===== config.mk =====
export PLATFORM = sky130hd
export DESIGN_NAME = rx_unescape
export DESIGN_NICKNAME = d
export VERILOG_FILES = /design/src/rtl/rx_escape_pkg.sv /design/src/rtl/rx_escape_fifo.sv /design/src/rtl/rx_unescape.sv
export SDC_FILE = /design/constraint.sdc
export NUM_CORES = 1
export LEC_CHECK = 0
export CORE_ASPECT_RATIO = 0.8
export CORE_UTILIZATION = 61
export CTS_BUF_LIST = sky130_fd_sc_hd__clkbuf_8
export DETAILED_ROUTE_END_ITERATION = 16
export PLACE_DENSITY = 0.87
export SLEW_MARGIN = 30
export SYNTH_ARGS = -nofsm -noshare
export SYNTH_HDL_FRONTEND = slang
export SYNTH_SLANG_ARGS = --single-unit
export TNS_END_PERCENT = 10

===== constraint.sdc =====
create_clock -name CLK_I -period 4.2 [get_ports CLK_I]
set_clock_uncertainty 0.2 [all_clocks]
set_input_delay 0.63 -clock CLK_I [delete_from_list [all_inputs] [get_ports CLK_I]]
set_output_delay 0.63 -clock CLK_I [all_outputs]
set_load 0.01 [all_outputs]

===== src/rtl/rx_escape_pkg.sv =====
// Purpose: shared types and constants for the escape-sequence receive decoder.
// Latency: n/a (types and constants only).
// Backpressure: n/a.
// Contents: decoder state enum, default escape symbol.
package rx_escape_pkg;

   typedef enum logic {
      ST_DATA   = 1'b0,   // normal symbols pass straight through
      ST_ESCAPE = 1'b1    // one ESC consumed, next symbol decides meaning
   } state_t;

   localparam logic [7:0] ESC_DEFAULT = 8'hB1;

endpackage


===== src/rtl/rx_escape_fifo.sv =====
// Purpose: small show-ahead FIFO holding decoded {command, symbol} entries.
// Latency: a write is visible on rd_vld/rd_dat the cycle after the write edge.
// Backpressure: wr_rdy drops when full (writes ignored); rd_rdy ignored while empty.
// Ports: CLK_I/RST_NI clock and synchronous active-low reset; wr_vld/wr_dat/wr_rdy
//        write side; rd_rdy/rd_vld/rd_dat read side (rd_dat is 0 when empty);
//        level current occupancy.
module rx_escape_fifo #(
   parameter int WIDTH = 9,
   parameter int DEPTH = 4
) (
   input  logic                       CLK_I,
   input  logic                       RST_NI,
   input  logic                       wr_vld,
   input  logic [WIDTH-1:0]           wr_dat,
   output logic                       wr_rdy,
   input  logic                       rd_rdy,
   output logic                       rd_vld,
   output logic [WIDTH-1:0]           rd_dat,
   output logic [$clog2(DEPTH+1)-1:0] level
);

   localparam int AW = $clog2(DEPTH);
   localparam int LW = $clog2(DEPTH+1);

   logic [WIDTH-1:0] mem [DEPTH];
   logic [AW-1:0]    wr_ptr;
   logic [AW-1:0]    rd_ptr;
   logic [LW-1:0]    count;
   logic             do_wr;
   logic             do_rd;

   assign wr_rdy = (count != LW'(DEPTH));
   assign rd_vld = (count != '0);
   assign do_wr  = wr_vld && wr_rdy;
   assign do_rd  = rd_rdy && rd_vld;
   assign rd_dat = rd_vld ? mem[rd_ptr] : '0;
   assign level  = count;

   // Storage has no reset: stale contents are never exposed because rd_dat
   // is masked while empty.
   always_ff @(posedge CLK_I) begin
      if (do_wr) begin
         mem[wr_ptr] <= wr_dat;
      end
   end

   // DEPTH is a power of two, so pointers wrap naturally.
   always_ff @(posedge CLK_I) begin
      if (!RST_NI) begin
         wr_ptr <= '0;
         rd_ptr <= '0;
         count  <= '0;
      end else begin
         if (do_wr) begin
            wr_ptr <= wr_ptr + AW'(1);
         end
         if (do_rd) begin
            rd_ptr <= rd_ptr + AW'(1);
         end
         if (do_wr && !do_rd) begin
            count <= count + LW'(1);
         end else if (!do_wr && do_rd) begin
            count <= count - LW'(1);
         end
      end
   end

endmodule


===== src/rtl/rx_unescape.sv =====
// Purpose: strips ESC framing from a UART-RX symbol stream and tags commands.
// Latency: one cycle from upstream pop to the decoded entry at the TAP side.
// Backpressure: upstream is popped only while the output FIFO has room.
// Ports: CLK_I/RST_NI clock and synchronous active-low reset; DATA_REC_I,
//        RX_EMPTY_I, READ_O upstream UART-RX side; READ_I, RX_EMPTY_O,
//        COMMAND_O, DATA_REC_O, LEVEL_O downstream TAP side; ESC_TIMEOUT_O
//        pulses when an unanswered ESC is discarded.
module rx_unescape
   import rx_escape_pkg::*;
#(
   parameter int                DATA_W  = 8,
   parameter logic [DATA_W-1:0] ESC     = DATA_W'(ESC_DEFAULT),
   parameter int                DEPTH   = 4,
   parameter int                TIMEOUT = 0
) (
   input  logic                       CLK_I,
   input  logic                       RST_NI,
   input  logic [DATA_W-1:0]          DATA_REC_I,
   input  logic                       RX_EMPTY_I,
   output logic                       READ_O,
   input  logic                       READ_I,
   output logic                       RX_EMPTY_O,
   output logic                       COMMAND_O,
   output logic [DATA_W-1:0]          DATA_REC_O,
   output logic [$clog2(DEPTH+1)-1:0] LEVEL_O,
   output logic                       ESC_TIMEOUT_O
);

   localparam int LW = $clog2(DEPTH+1);
   localparam int CW = (TIMEOUT > 0) ? $clog2(TIMEOUT+1) : 1;

   state_t          state;
   logic [CW-1:0]   esc_cnt;
   logic            to_pls;
   logic            pop_up;
   logic            is_esc;
   logic            cnt_hit;
   logic            wr_vld;
   logic [DATA_W:0] wr_dat;
   logic            fifo_rdy;
   logic            fifo_vld;
   logic [DATA_W:0] fifo_dat;
   logic [LW-1:0]   fifo_level;

   // Fullness alone gates the pop: a same-cycle TAP read does not make room.
   assign pop_up  = RST_NI && !RX_EMPTY_I && fifo_rdy;
   assign is_esc  = (DATA_REC_I == ESC);
   // True on the idle cycle whose edge brings the count up to TIMEOUT.
   assign cnt_hit = (TIMEOUT > 0) && (esc_cnt == CW'(TIMEOUT - 1));

   // Entry format is {command, symbol}. An escaped ESC is literal data.
   always_comb begin
      wr_vld = 1'b0;
      wr_dat = '0;
      if (pop_up) begin
         if (state == ST_ESCAPE) begin
            wr_vld = 1'b1;
            wr_dat = {!is_esc, DATA_REC_I};
         end else if (!is_esc) begin
            wr_vld = 1'b1;
            wr_dat = {1'b0, DATA_REC_I};
         end
      end
   end

   // A symbol read in the same cycle as the timeout takes priority.
   always_ff @(posedge CLK_I) begin
      if (!RST_NI) begin
         state   <= ST_DATA;
         esc_cnt <= '0;
         to_pls  <= 1'b0;
      end else begin
         to_pls <= 1'b0;
         case (state)
            ST_DATA: begin
               if (pop_up && is_esc) begin
                  state   <= ST_ESCAPE;
                  esc_cnt <= '0;
               end
            end
            ST_ESCAPE: begin
               if (pop_up) begin
                  state <= ST_DATA;
               end else if (cnt_hit) begin
                  state  <= ST_DATA;
                  to_pls <= 1'b1;
               end else if (TIMEOUT > 0) begin
                  esc_cnt <= esc_cnt + CW'(1);
               end
            end
            default: state <= ST_DATA;
         endcase
      end
   end

   rx_escape_fifo #(
      .WIDTH (DATA_W + 1),
      .DEPTH (DEPTH)
   ) u_fifo (
      .CLK_I  (CLK_I),
      .RST_NI (RST_NI),
      .wr_vld (wr_vld),
      .wr_dat (wr_dat),
      .wr_rdy (fifo_rdy),
      .rd_rdy (READ_I),
      .rd_vld (fifo_vld),
      .rd_dat (fifo_dat),
      .level  (fifo_level)
   );

   // Outputs are forced to their idle values while reset is held, even
   // before the first reset edge has cleared the registers.
   assign READ_O        = pop_up;
   assign RX_EMPTY_O    = !(RST_NI && fifo_vld);
   assign COMMAND_O     = RST_NI && fifo_dat[DATA_W];
   assign DATA_REC_O    = RST_NI ? fifo_dat[DATA_W-1:0] : '0;
   assign LEVEL_O       = RST_NI ? fifo_level : '0;
   assign ESC_TIMEOUT_O = RST_NI && to_pls;

endmodule


==> impl_metrics.ini, run 1 <==
[finish]
postLayoutCoreUtil = 0.764
layout-drive-gt1-share = 0.146
area_growth_syn_to_layout_pct = 17.9
nets = 175
diodes = 0

[worst_setup_path]
start_kind = input port
crit_required_ns = 4.22
critical_path.max_fanout = 10
reg2regPathDepth = 9
worstSetupStartpoint = RX_EMPTY_I
worst-r2r-setup-slack_ns = 1.33
critPathArrivalTime_ns = 3.19
worst_r2r_dst = u_fifo.level[2]
timing.critical_path.to_type = flop
crit-reg2reg-launch = u_fifo.level[0]
path_class = in -> reg

[floorplanning]
die_w_microns = 66.2
initial_core_util = 0.648
boundaryPins = 27
floorplan.rows = 18
die_span_y_microns = 53.4
die-area_sq_mm = 0.00354
placeableCoreArea_sq_mm = 0.00311

[synth]
syn-cell-area_sq_mm = 0.00201
yosys-top-cells-area = edfxtp_1, mux4_2, dfxtp_1, and2_1, ha_1
ys.warnings.count = 0
asyncSetResetFlopFracSynth = 0
netlist-cell-type-count = 30
synth_top_cell_area_share = 0.537
synth_largest_area_cell = edfxtp_1
post_synth_inst_count = 131
synth_sequential_area_ratio = 0.636
synth_ff_type = edfxtp_1
ys_seq_elements = 46
post-synth-top-count-cell = edfxtp_1
post_synth.cell_area_avg_sq_um = 15.4
post_synth_most_frequent_cells = edfxtp_1, and2_1, dfxtp_1
synth.net_count = 149
synth_edf_count = 36

[worst_hold_path]
timing.hold.worst_path_depth = 2
worstHoldEndpoint = u_fifo.wr_ptr[1]
min_from = u_fifo.wr_ptr[1]
holdCritPathClass = reg -> reg

[global_routing]
globalRouteTotalUtil = 0.245
grt_pass1_wl_microns = 5820
grt_antenna_before_repair = 0
grt_start_max_net_pins = 25
grt.overflow.total = 0
first_global_vias = 1137

[status]
outcome = complete, no violations

[sta]
timing_hold_violations_final = 0
fmax_ghz = 0.316
setup_repair_after_global_routing_missed_its_margin = no
setup_viol_count_final = 0
worst_max_slew_pin_slew_ns = 0.633
drv_slew = 0
normalized_max_slew_margin = 0.577
period_needed_ns = 3.17
aggregate_negative_setup_slack_ns = 0
finalCritPeriodShare = 0.754

[placed_design]
placer_congestion_estimate = 0.745
hpwl_microns = 2450
portBuffers = 25

[route]
met2WireLength_microns = 1810
detailroute.via_count = 1172
drtAntennaViolNets = 0
route.detailed.vias_per_inst = 5.92
drc = 0
initialDrtViolationCount = 60
routed_wire_length_per_instance_microns = 18.9
topRoutingLayerUsed = met4
wl_met3_microns = 332
wl_met1_microns = 1580
firstDrtPassIters = 4
routed_wirelength_microns = 3750

[clocking]
clk_latency_ns = 0.30
numCtsBuffers = 5
clock-root-buffer = clkbuf_8
cts.sink_count = 46
htreeDepth = 2
post_cts_hold_buffer_count = 0
max-clock-path-buffers = 2
post_cts.repair.setup_buffers = 0
tritoncts_clock_tree = done
cts.reportedPaths.clkPinSlew_ns = 0.09
cts.repair.resized = 0

[power]
p_per_area_mw_per_mm2 = 495
total_leakage_power_nw = 0.855
irDropWorstVdd_mv = 0.276

[job]
timing.max_cap.violations = 0
[final cells by class]
class | instances | area (sq um)
sequential | 46 | 1280
fill | 186 | 734
multi-input combinational | 75 | 686
timing repair buffer | 26 | 258
clock buffer | 5 | 68.8
tap | 40 | 50.0
clock inverter | 3 | 18.8
inverter | 3 | 11.3
[cells in the final DEF, fill, tap and decap left out, types with 2 or more instances in the layout]
cell type        count
nand2_1              6
xnor2_1              3
mux4_2               9
nor2b_1              2
clkinv_2             2
or3_1                2
nor3b_2              2
ha_1                 5
and3_1               9
and2_1              18
clkbuf_8             5
clkdlybuf4s50_1     25
o21ai_0              3
inv_1                3
edfxtp_1            36
mux2i_1              3
dfxtp_1             10
[kinds of logic (layout without fill, tap and decap cells)]
| kind of cell | after synthesis | after routing | synth area share |
|---|---|---|---|
| flops | 46 | 46 | 0.636 |
| simple gates | 46 | 46 | 0.146 |
| mux | 12 | 12 | 0.116 |
| buf+inv | 10 | 37 | 0.0230 |
| fa+ha+maj | 6 | 6 | 0.0410 |
| compound gates | 6 | 6 | 0.0186 |
| xor+xnor | 4 | 4 | 0.0174 |
| other cells | 1 | 1 | 0.00186 |
[state kept, by name, summed over array words and instances, names as in the netlist, named ones only]
name,flops
state,1
u_fifo.rd_ptr,2
u_fifo.wr_ptr,2
u_fifo.level,3
u_fifo.mem,36
[routing by layer]
metal  up-vias  GRT usage
met3         4     0.0625
met4         0     0.0922
met2        65      0.386
met5         -          0
met1       567      0.330
li1        536          -
[where the power goes]
| group | internal, W | switching (W) | leakage, nW |
|---|---|---|---|
| logic | 0.000186 | 0.000131 | 0.386 |
| clock network | 0.000117 | 0.000147 | 0.0483 |
| registers | 0.000538 | 0.0000574 | 0.421 |
| total | 0.000840 | 0.000336 | 0.855 |
[how the worst max path moves through the flow]
stage	depth (start not counted)	slack (ns)	end
global route	9	0.86	u_fifo.level[2]
detailed placement	9	0.73	u_fifo.level[2]
global placement	9	0.89	u_fifo.level[2]
floorplan	9	1.49	u_fifo.level[2]
CTS	3	1.00	COMMAND_O
finish	9	1.03	u_fifo.level[2]
[critical path, stage by stage]
cell and delay, ns:
clkdlybuf4s50_1 0.47, nor3b_2 0.43, o21a_1 0.35, ha_1 0.23
inv_1 0.06, fa_1 0.37, xor2_1 0.16, or3_1 0.30
a21boi_0 0.19
[stage by stage]
step | area [sq um] | total power, W | setup WS (ns) | hold WS [ns] | std cells
5_1_grt | 2370 | 0.00123 | 0.858 | 0.341 | 198
4_1_cts | 2370 | 0.00119 | 1.00 | 0.317 | 198
3_5_place_dp | 2290 | 0.000919 | 0.732 | 0.306 | 190
3_3_place_gp | 2290 | 0.000906 | 0.894 | 0.284 | 190
6_report | 2370 | 0.00118 | 1.03 | 0.318 | 198
2_1_floorplan | 2010 | 0.000805 | 1.49 | 0.268 | 131
(Power assumes the default switching activity.)
==> inputs of run 2 (changes only) <==
- CORE_UTILIZATION: 61 -> 51
- PLACE_DENSITY: 0.87 -> 0.78
- clock period: 4.2 -> 2.9 ns (I/O delays scaled with it)
==> impl_metrics.ini, run 2 (synthesized netlist as in run 1, its figures left out) <==
[placed_design]
hpwl_microns = 2490
placer_congestion_estimate = 0.825
dp.cells = 209
portBuffers = 25

[worst_setup_path]
reg2regPathDepth = 8
worst_setup_path_endpoint = DATA_REC_O[0]
worst_r2r_dst = u_fifo.level[2]
worst-r2r-setup-slack_ns = 0.46
crit-reg2reg-launch = u_fifo.level[0]
critical_path.max_fanout = 9
path_class = reg -> out
start_kind = flop
crit_required_ns = 2.27
critPathArrivalTime_ns = 2.02
timing.critical_path.to_type = output pin

[sta]
normalized_max_slew_margin = 0.658
drv_slew = 0
aggregate_negative_setup_slack_ns = 0
fmax_ghz = 0.376
worst_max_slew_pin_slew_ns = 0.514
timing_hold_violations_final = 0
finalCritPeriodShare = 0.916
period_needed_ns = 2.66
setup_viol_count_final = 0
setup_repair_after_global_routing_missed_its_margin = no

[global_routing]
grt_antenna_before_repair = 0
grt_start_max_net_pins = 25
grt.overflow.total = 0
globalRouteTotalUtil = 0.202
grt_pass1_wl_microns = 5850
first_global_vias = 1163

[route]
initialDrtViolationCount = 103
firstDrtPassIters = 4
drtAntennaViolNets = 0
detailroute.via_count = 1159
routed_wire_length_per_instance_microns = 16.9
routed_wirelength_microns = 3660
drc = 0
route.detailed.vias_per_inst = 5.34

[power]
p_per_area_mw_per_mm2 = 776
total_leakage_power_nw = 0.899
irDropWorstVdd_mv = 0.371
report.power.total_w = 0.00192

[clocking]
cts.reportedPaths.clkPinSlew_ns = 0.09
tritoncts_clock_tree = done
numCtsBuffers = 5
htreeDepth = 2
clock-root-buffer = clkbuf_8
post_cts_hold_buffer_count = 0
clk_latency_ns = 0.30
post_cts.repair.setup_buffers = 0
cts.repair.resized = 0
max-clock-path-buffers = 2
cts.sink_count = 46

[floorplanning]
die_w_microns = 72.2
floorplan.rows = 20
initial_core_util = 0.533
placeableCoreArea_sq_mm = 0.00378
boundaryPins = 27
die-area_sq_mm = 0.00420
die_span_y_microns = 58.2

[finish]
diodes = 0
nets = 179
commonest_non_fill_non_tap_cells_in_the_layout = edfxtp_1, clkdlybuf4s50_1, and2_1
fillers = 281
final_common_cell = edfxtp_1
instances_no_fill = 217
registers.top_by_ff_count = u_fifo.mem
area_growth_syn_to_layout_pct = 23.1
largest_register_ffs = 36
layout-drive-gt1-share = 0.167

[status]
outcome = complete, no violations

[job]
timing.max_cap.violations = 0

[worst_hold_path]
holdCritPathClass = reg -> reg
-- run 2: changes by cell type in the layout (fill, tap and decap cells not counted) --
cell       change
buf_4          +4
bufinv_16      +2
clkbuf_8       +1
clkinv_2       -2
inv_6          -1
-- run 2: cell type report --
class,instances,area (sq um),share of cell area
timing repair buffer,30,288,0.116
sequential,46,1280,0.517
clock buffer,6,82.6,0.0333
inverter,3,11.3,0.00455
tap,55,68.8,0.0278
multi-input combinational,75,686,0.277
clock inverter,2,60.1,0.0242
-- run 2: worst min-delay path by stage --
stage	start	end	slack [ns]	cells after the start
detailed placement	u_fifo.wr_ptr[0]	u_fifo.wr_ptr[0]	0.29	2
floorplan	u_fifo.wr_ptr[1]	u_fifo.wr_ptr[1]	0.27	2
CTS	u_fifo.wr_ptr[0]	u_fifo.wr_ptr[0]	0.31	2
finish	u_fifo.wr_ptr[0]	u_fifo.wr_ptr[0]	0.31	2
global placement	u_fifo.wr_ptr[1]	u_fifo.wr_ptr[1]	0.28	2
global route	u_fifo.wr_ptr[0]	u_fifo.wr_ptr[0]	0.35	2
-- run 2: worst max-delay path, cell delays in order, from the launching register on --
cell and delay, ns:
dfxtp_1 0.31, buf_4 0.22, mux4_2 0.53, and3_1 0.19, clkdlybuf4s50_1 0.47
-- run 2: report_power, final --
part / switching (W) / total [W] / leakage, nW / internal [W]
clock: 0.000214 / 0.000581 / 0.0714 / 0.000367
combinational: 0.000222 / 0.000516 / 0.407 / 0.000294
sequential: 0.0000467 / 0.000825 / 0.421 / 0.000779
-- run 2: through the flow --
step	area, sq um	hold WS [ns]	setup WS, ns	util
after floorplan	2010	0.268	0.332	-
after global placement	2330	0.281	0.147	0.618
after detailed placement	2330	0.293	0.0203	0.618
after CTS	2480	0.305	0.212	0.656
after global routing	2480	0.347	0.144	0.656
final	2480	0.307	0.242	0.656
-- run 2: layer usage --
metal | share of wire | GRT usage
met1 | 0.45 | 0.249
met2 | 0.51 | 0.338
met3 | 0.029 | 0.0574
met4 | 0.010 | 0.0840
met5 | 0 | 0
==> inputs of run 3 (changes only) <==
- CAP_MARGIN: default -> 20
- CORE_UTILIZATION: 51 -> 61
- PLACE_DENSITY: 0.78 -> 0.87
- clock period: 2.9 -> 3.1 ns (I/O delays scaled with it)
==> impl_metrics.ini, run 3 (synthesized netlist as in run 1, its figures left out) <==
[global_routing]
globalRouteMet1Util = 0.309
grt_antenna_before_repair = 0
grt_pass1_wl_microns = 5510
globalRouteTotalUtil = 0.234
grt_start_max_net_pins = 25
grtUsageMet3 = 0.0388
global_route.usage.met2 = 0.391
top_usage_layer = met2
grt.overflow.total = 0
first_global_vias = 1119

[worst_setup_path]
crit-reg2reg-launch = u_fifo.level[1]
path_class = in -> reg
timing.critical_path.to_type = flop
crit_required_ns = 3.12
crit_path_max_incr_delay_ns = 0.43
cp_cell_sequence = clkdlybuf4s50_1, nor4b_2, nand4_1, o21a_1, ha_1, inv_1, fa_1, xor2_1, or3_1, a21boi_0
critical_path.max_fanout = 4
critPathArrivalTime_ns = 2.73
worst_path_dominant_cell_family = simple AND/OR/NAND/NOR gates
start_kind = input port
crit_slowest_cell = clkdlybuf4s50_1
worstSetupStartpoint = DATA_REC_I[1]
critPathBufInv = 2

[finish]
largest_register_ffs = 36
commonest_non_fill_non_tap_cells_in_the_layout = edfxtp_1, clkdlybuf4s50_1, and2_1
area_growth_syn_to_layout_pct = 19.3
nets = 179
final_common_cell = edfxtp_1
diodes = 0
postLayoutCoreUtil = 0.773
layout-drive-gt1-share = 0.160
fillers = 190
registers.top_by_ff_count = u_fifo.mem

[sta]
aggregate_negative_setup_slack_ns = 0
worst_max_slew_pin_slew_ns = 0.500
timing_hold_violations_final = 0
normalized_max_slew_margin = 0.666
fmax_ghz = 0.369
period_needed_ns = 2.71
setup_repair_after_global_routing_missed_its_margin = no
setup_viol_count_final = 0
finalCritPeriodShare = 0.875
drv_slew = 0

[placed_design]
placer_congestion_estimate = 0.724
hpwl_microns = 2490
portBuffers = 25

[job]
timing.max_cap.violations = 0

[clocking]
numCtsBuffers = 5
post_cts_hold_buffer_count = 0
clk_latency_ns = 0.29
tritoncts_clock_tree = done
post_cts.repair.setup_buffers = 0
max-clock-path-buffers = 2
cts.reportedPaths.clkPinSlew_ns = 0.09
htreeDepth = 2
cts.sink_count = 46
cts.repair.resized = 0
clock-root-buffer = clkbuf_8

[route]
drtAntennaViolNets = 0
routed_wirelength_microns = 3600
detailroute.via_count = 1168
firstDrtPassIters = 4
routed_wire_length_per_instance_microns = 17.8
route.detailed.vias_per_inst = 5.78
initialDrtViolationCount = 53
drc = 0

[power]
total_leakage_power_nw = 0.877
share_clk_of_total_power = 0.214
p_per_area_mw_per_mm2 = 668
irDropWorstVdd_mv = 0.328
switching_power_as_a_share_of_total_power = 0.278
cellInternalPower_w = 0.00116
power.sequential.fraction = 0.482
power_switching_w = 0.000446
power_frac_comb = 0.303

[floorplanning]
floorplan.rows = 18
boundaryPins = 27
die_span_y_microns = 53.4
placeableCoreArea_sq_mm = 0.00311
die_w_microns = 66.2
die-area_sq_mm = 0.00354
initial_core_util = 0.648

[status]
outcome = complete, no violations

[worst_hold_path]
holdCritPathClass = reg -> reg
min_from = u_fifo.wr_ptr[1]
[run 3: changes by cell type in the layout (fill, tap and decap cells not counted)]
cell and delta:
bufinv_16 -2, clkbuf_8 -1, clkinv_2 +1, clkinv_4 +1
inv_1 +1
[run 3: per-stage QoR]
stage	hold WS (ns)	power [W]	worst slack [ns]	cell area (sq um)	cells
detailed placement	0.295	0.00128	0.135	2320	194
global placement	0.278	0.00125	0.197	2320	194
floorplan	0.268	0.00109	0.532	2010	131
global route	0.356	0.00168	0.167	2400	202
finish	0.305	0.00160	0.388	2400	202
CTS	0.305	0.00161	0.384	2400	202
[run 3: routing by layer]
| metal | routed length [microns] | vias to the layer above |
|---|---|---|
| met3 | 180 | 4 |
| met1 | 1560 | 586 |
| met5 | 0 | - |
| met2 | 1820 | 36 |
| met4 | 39 | 0 |
| li1 | - | 542 |
[run 3: area by class of cell]
class                      instances  area [sq um]  area share
sequential                        46          1280       0.533
inverter                           3          11.3     0.00469
timing repair buffer              30           288       0.120
multi-input combinational         75           686       0.285
tap                               40          50.0      0.0208
clock buffer                       5          68.8      0.0286
clock inverter                     3          17.5     0.00729
[run 3: path summary, 6_finish.rpt]
check                      to  slack (ns)  depth (start not counted)
max           u_fifo.level[2]        0.39                         10
min reg2reg  u_fifo.wr_ptr[1]        0.30                          2
min          u_fifo.wr_ptr[1]        0.30                          2
max reg2reg   u_fifo.level[2]        0.66                          9
[run 3: power by group through the flow]
stage	clock network [W]	registers, W	logic, W
finish	0.000344	0.000774	0.000486
global route	0.000366	0.000781	0.000533
floorplan	0	0.000768	0.000323
detailed placement	0	0.000789	0.000489
CTS	0.000347	0.000775	0.000492
global placement	0	0.000783	0.000470
[run 3: worst min-delay path: stages (launching register included)]
cell and delay (ns):
dfxtp_1 0.34, nand2_1 0.06, mux2i_1 0.06
==> patch (config.mk and constraints of run 3) <==
Register the output `LEVEL_O`; this adds one clock of latency there. The other outputs are not delayed to match.
--- a/src/rtl/rx_unescape.sv
+++ b/src/rtl/rx_unescape.sv
@@ -115,5 +115,7 @@
    assign COMMAND_O     = RST_NI && fifo_dat[DATA_W];
    assign DATA_REC_O    = RST_NI ? fifo_dat[DATA_W-1:0] : '0;
-   assign LEVEL_O       = RST_NI ? fifo_level : '0;
+   always_ff @(posedge CLK_I) begin
+      LEVEL_O <= RST_NI ? fifo_level : '0;
+   end
    assign ESC_TIMEOUT_O = RST_NI && to_pls;
 
Behaviour: not the same (Yosys sat finds a counterexample within 4 cycles, from zero or initial values and one cycle with RST_NI low).
==> patch against run 3 <==
Global-route usage rose by 0.42 points; worst setup slack got worse by 0.016 ns; clock power rose by 7.3%; final cell count rose by 1.5%; worst hold slack got worse by 0.00052 ns; die area rose by 2.9%; design area rose by 2.5%; area after synthesis rose by 3.0%; sequential cell count rose by 3; total power rose by 5.4%; routed wire length rose by 1.9%; largest cell class unchanged.
==> patch: results (changes against run 3) <==
Worst setup path
  – Critical path type: reg2out
  – R2r setup slk: 0.59 ns (-0.07 ns)
  – Crit Reg-Reg Startpoint: u_fifo.level[0]
  – Critical Path AT: 2.06 ns (-0.67 ns)
  – Crit-path max FO: 9 (+5)
  – Slowest Stage Delay on Critical Path: 0.54 ns (+0.11 ns)
  – Worst-case reg-to-reg path depth: 9 (unchanged)
  – Delay-heaviest family, CP: buffers and inverters
  – Slowest-stage cell, CP: mux4_2
  – Worst setup path endpoint: DATA_REC_O[4]

Clock network
  – Htree depth: 2 (unchanged)
  – Skew-Pair Late Insertion Delay: 0.31 ns (+0.02 ns)
  – Worst-path clk slew: 0.09 ns (about the same)

Place
  – Dpl hpwl: 2.530 mm (+1.7%)
  – Gpl congestion: 0.8006 (+11%)

Global routing
  – Largest net degree at the start of global routing: 25 (unchanged)
  – Total GRT Usage: 23.81% (+0.42 points)
  – Antenna violations before repair: 0 (unchanged)
  – First-pass GRT wire length: 5.678 mm (+3.1%)

Pwr
  – Leak: 0.9017 nW (+2.8%)
  – Max VDD drop: 0.5144 mV (+57%)

Final layout
  – Max reg flops: 36 (unchanged)
  – Fill cells: 176 (-7.4%)
  – Final nets: 182 (+1.7%)
  – Number of diodes: 0 (unchanged)
  – Fraction of layout cells with a size suffix above 1: 15.76% (-0.29 points)

Yosys
  – Syn Nets: 152 (+2.0%)
  – Async SR Flop Fraction: 0% (unchanged)
  – Most instantiated cells after synthesis: edfxtp_1, and2_1, dfxtp_1, and3_1, mux4_2
  – Synth top area cells: edfxtp_1, dfxtp_1, mux4_2
  – Register area share after synthesis: 64.70% (+1.1 points)

Outcome
  – Outcome: complete, no violations

Detailed routing
  – Vias: 1209 (+3.5%)
  – DR iter-0 viols: 76 (+43%)
  – Avg WL per Cell: 17.88 um (+0.37%)

Worst hold path
  – Worst Hold Class: reg2reg
  – Worst hold path startpoint: u_fifo.wr_ptr[1]
[patch: cell types whose count changed after synthesis]
cell and delta:
dfxtp_1 +3
[patch: where the power goes]
group          total [mW]  internal, mW  switching [mW]  leakage (nW)
logic               0.501         0.281           0.219         0.407
registers           0.821         0.776          0.0452         0.445
clock network       0.369         0.158           0.211        0.0497
[patch: worst min-delay path by stage]
| stage | endpoint | slack [ns] | depth (start not counted) |
|---|---|---|---|
| 2_1_floorplan | LEVEL_O[2] | 0.27 | 1 |
| 3_3_place_gp | u_fifo.wr_ptr[1] | 0.28 | 2 |
| 3_5_place_dp | u_fifo.wr_ptr[1] | 0.30 | 2 |
| 4_1_cts | LEVEL_O[2] | 0.31 | 1 |
| 5_1_grt | LEVEL_O[2] | 0.33 | 1 |
| 6_report | u_fifo.wr_ptr[1] | 0.30 | 2 |
[patch: tightest hold or removal path: cells and delay by family, from the launching register on]
family / cells / cell delay, ns
muxes: 1 / 0.06
and+or+nand+nor: 1 / 0.06
DFF: 1 / 0.34
[patch: layer usage]
metal | global-route usage, % | up-vias | share of wire (%) | wire, um
li1 | - | 554 | - | -
met1 | 28.61 | 605 | 41 | 1506
met2 | 39.17 | 42 | 51 | 1868
met3 | 8.686 | 8 | 6.0 | 219
met4 | 9.929 | 0 | 1.9 | 71
met5 | 0 | - | 0 | 0
[patch: cell type report]
| type | count | area, um2 | share of cell area, % |
|---|---|---|---|
| sequential | 49 | 1341 | 54.47 |
| multi-input combinational | 75 | 685.7 | 27.85 |
| timing repair buffer | 30 | 287.8 | 11.69 |
| clock buffer | 5 | 68.82 | 2.795 |
| tap | 40 | 50.05 | 2.033 |
| clock inverter | 3 | 17.52 | 0.7114 |
| inverter | 3 | 11.26 | 0.4573 |
[patch: metrics by stage]
step	std cells	util [%]	hold WS [ns]	setup slack (ns)	instance area, um2
after floorplan	134	-	0.2666	0.5319	2073
after global placement	197	75.36	0.2783	0.3186	2376
after detailed placement	197	75.36	0.3004	0.1826	2376
after CTS	205	78.10	0.3108	0.3472	2462
after global routing	205	78.10	0.3342	0.2819	2462
final	205	78.10	0.3045	0.3712	2462
[patch: kinds of logic after synthesis]
| family | count (synthesis) | synth area share (%) |
|---|---|---|
| other | 1 | 0.1809 |
| DFF | 49 | 64.70 |
| AOI/OAI and AO/OA | 6 | 1.811 |
| buffers and inverters | 10 | 2.232 |
| muxes | 12 | 11.22 |
| adders and majority gates | 6 | 3.983 |
| xor gates and xnor gates | 4 | 1.690 |
| and+or+nand+nor | 46 | 14.18 |
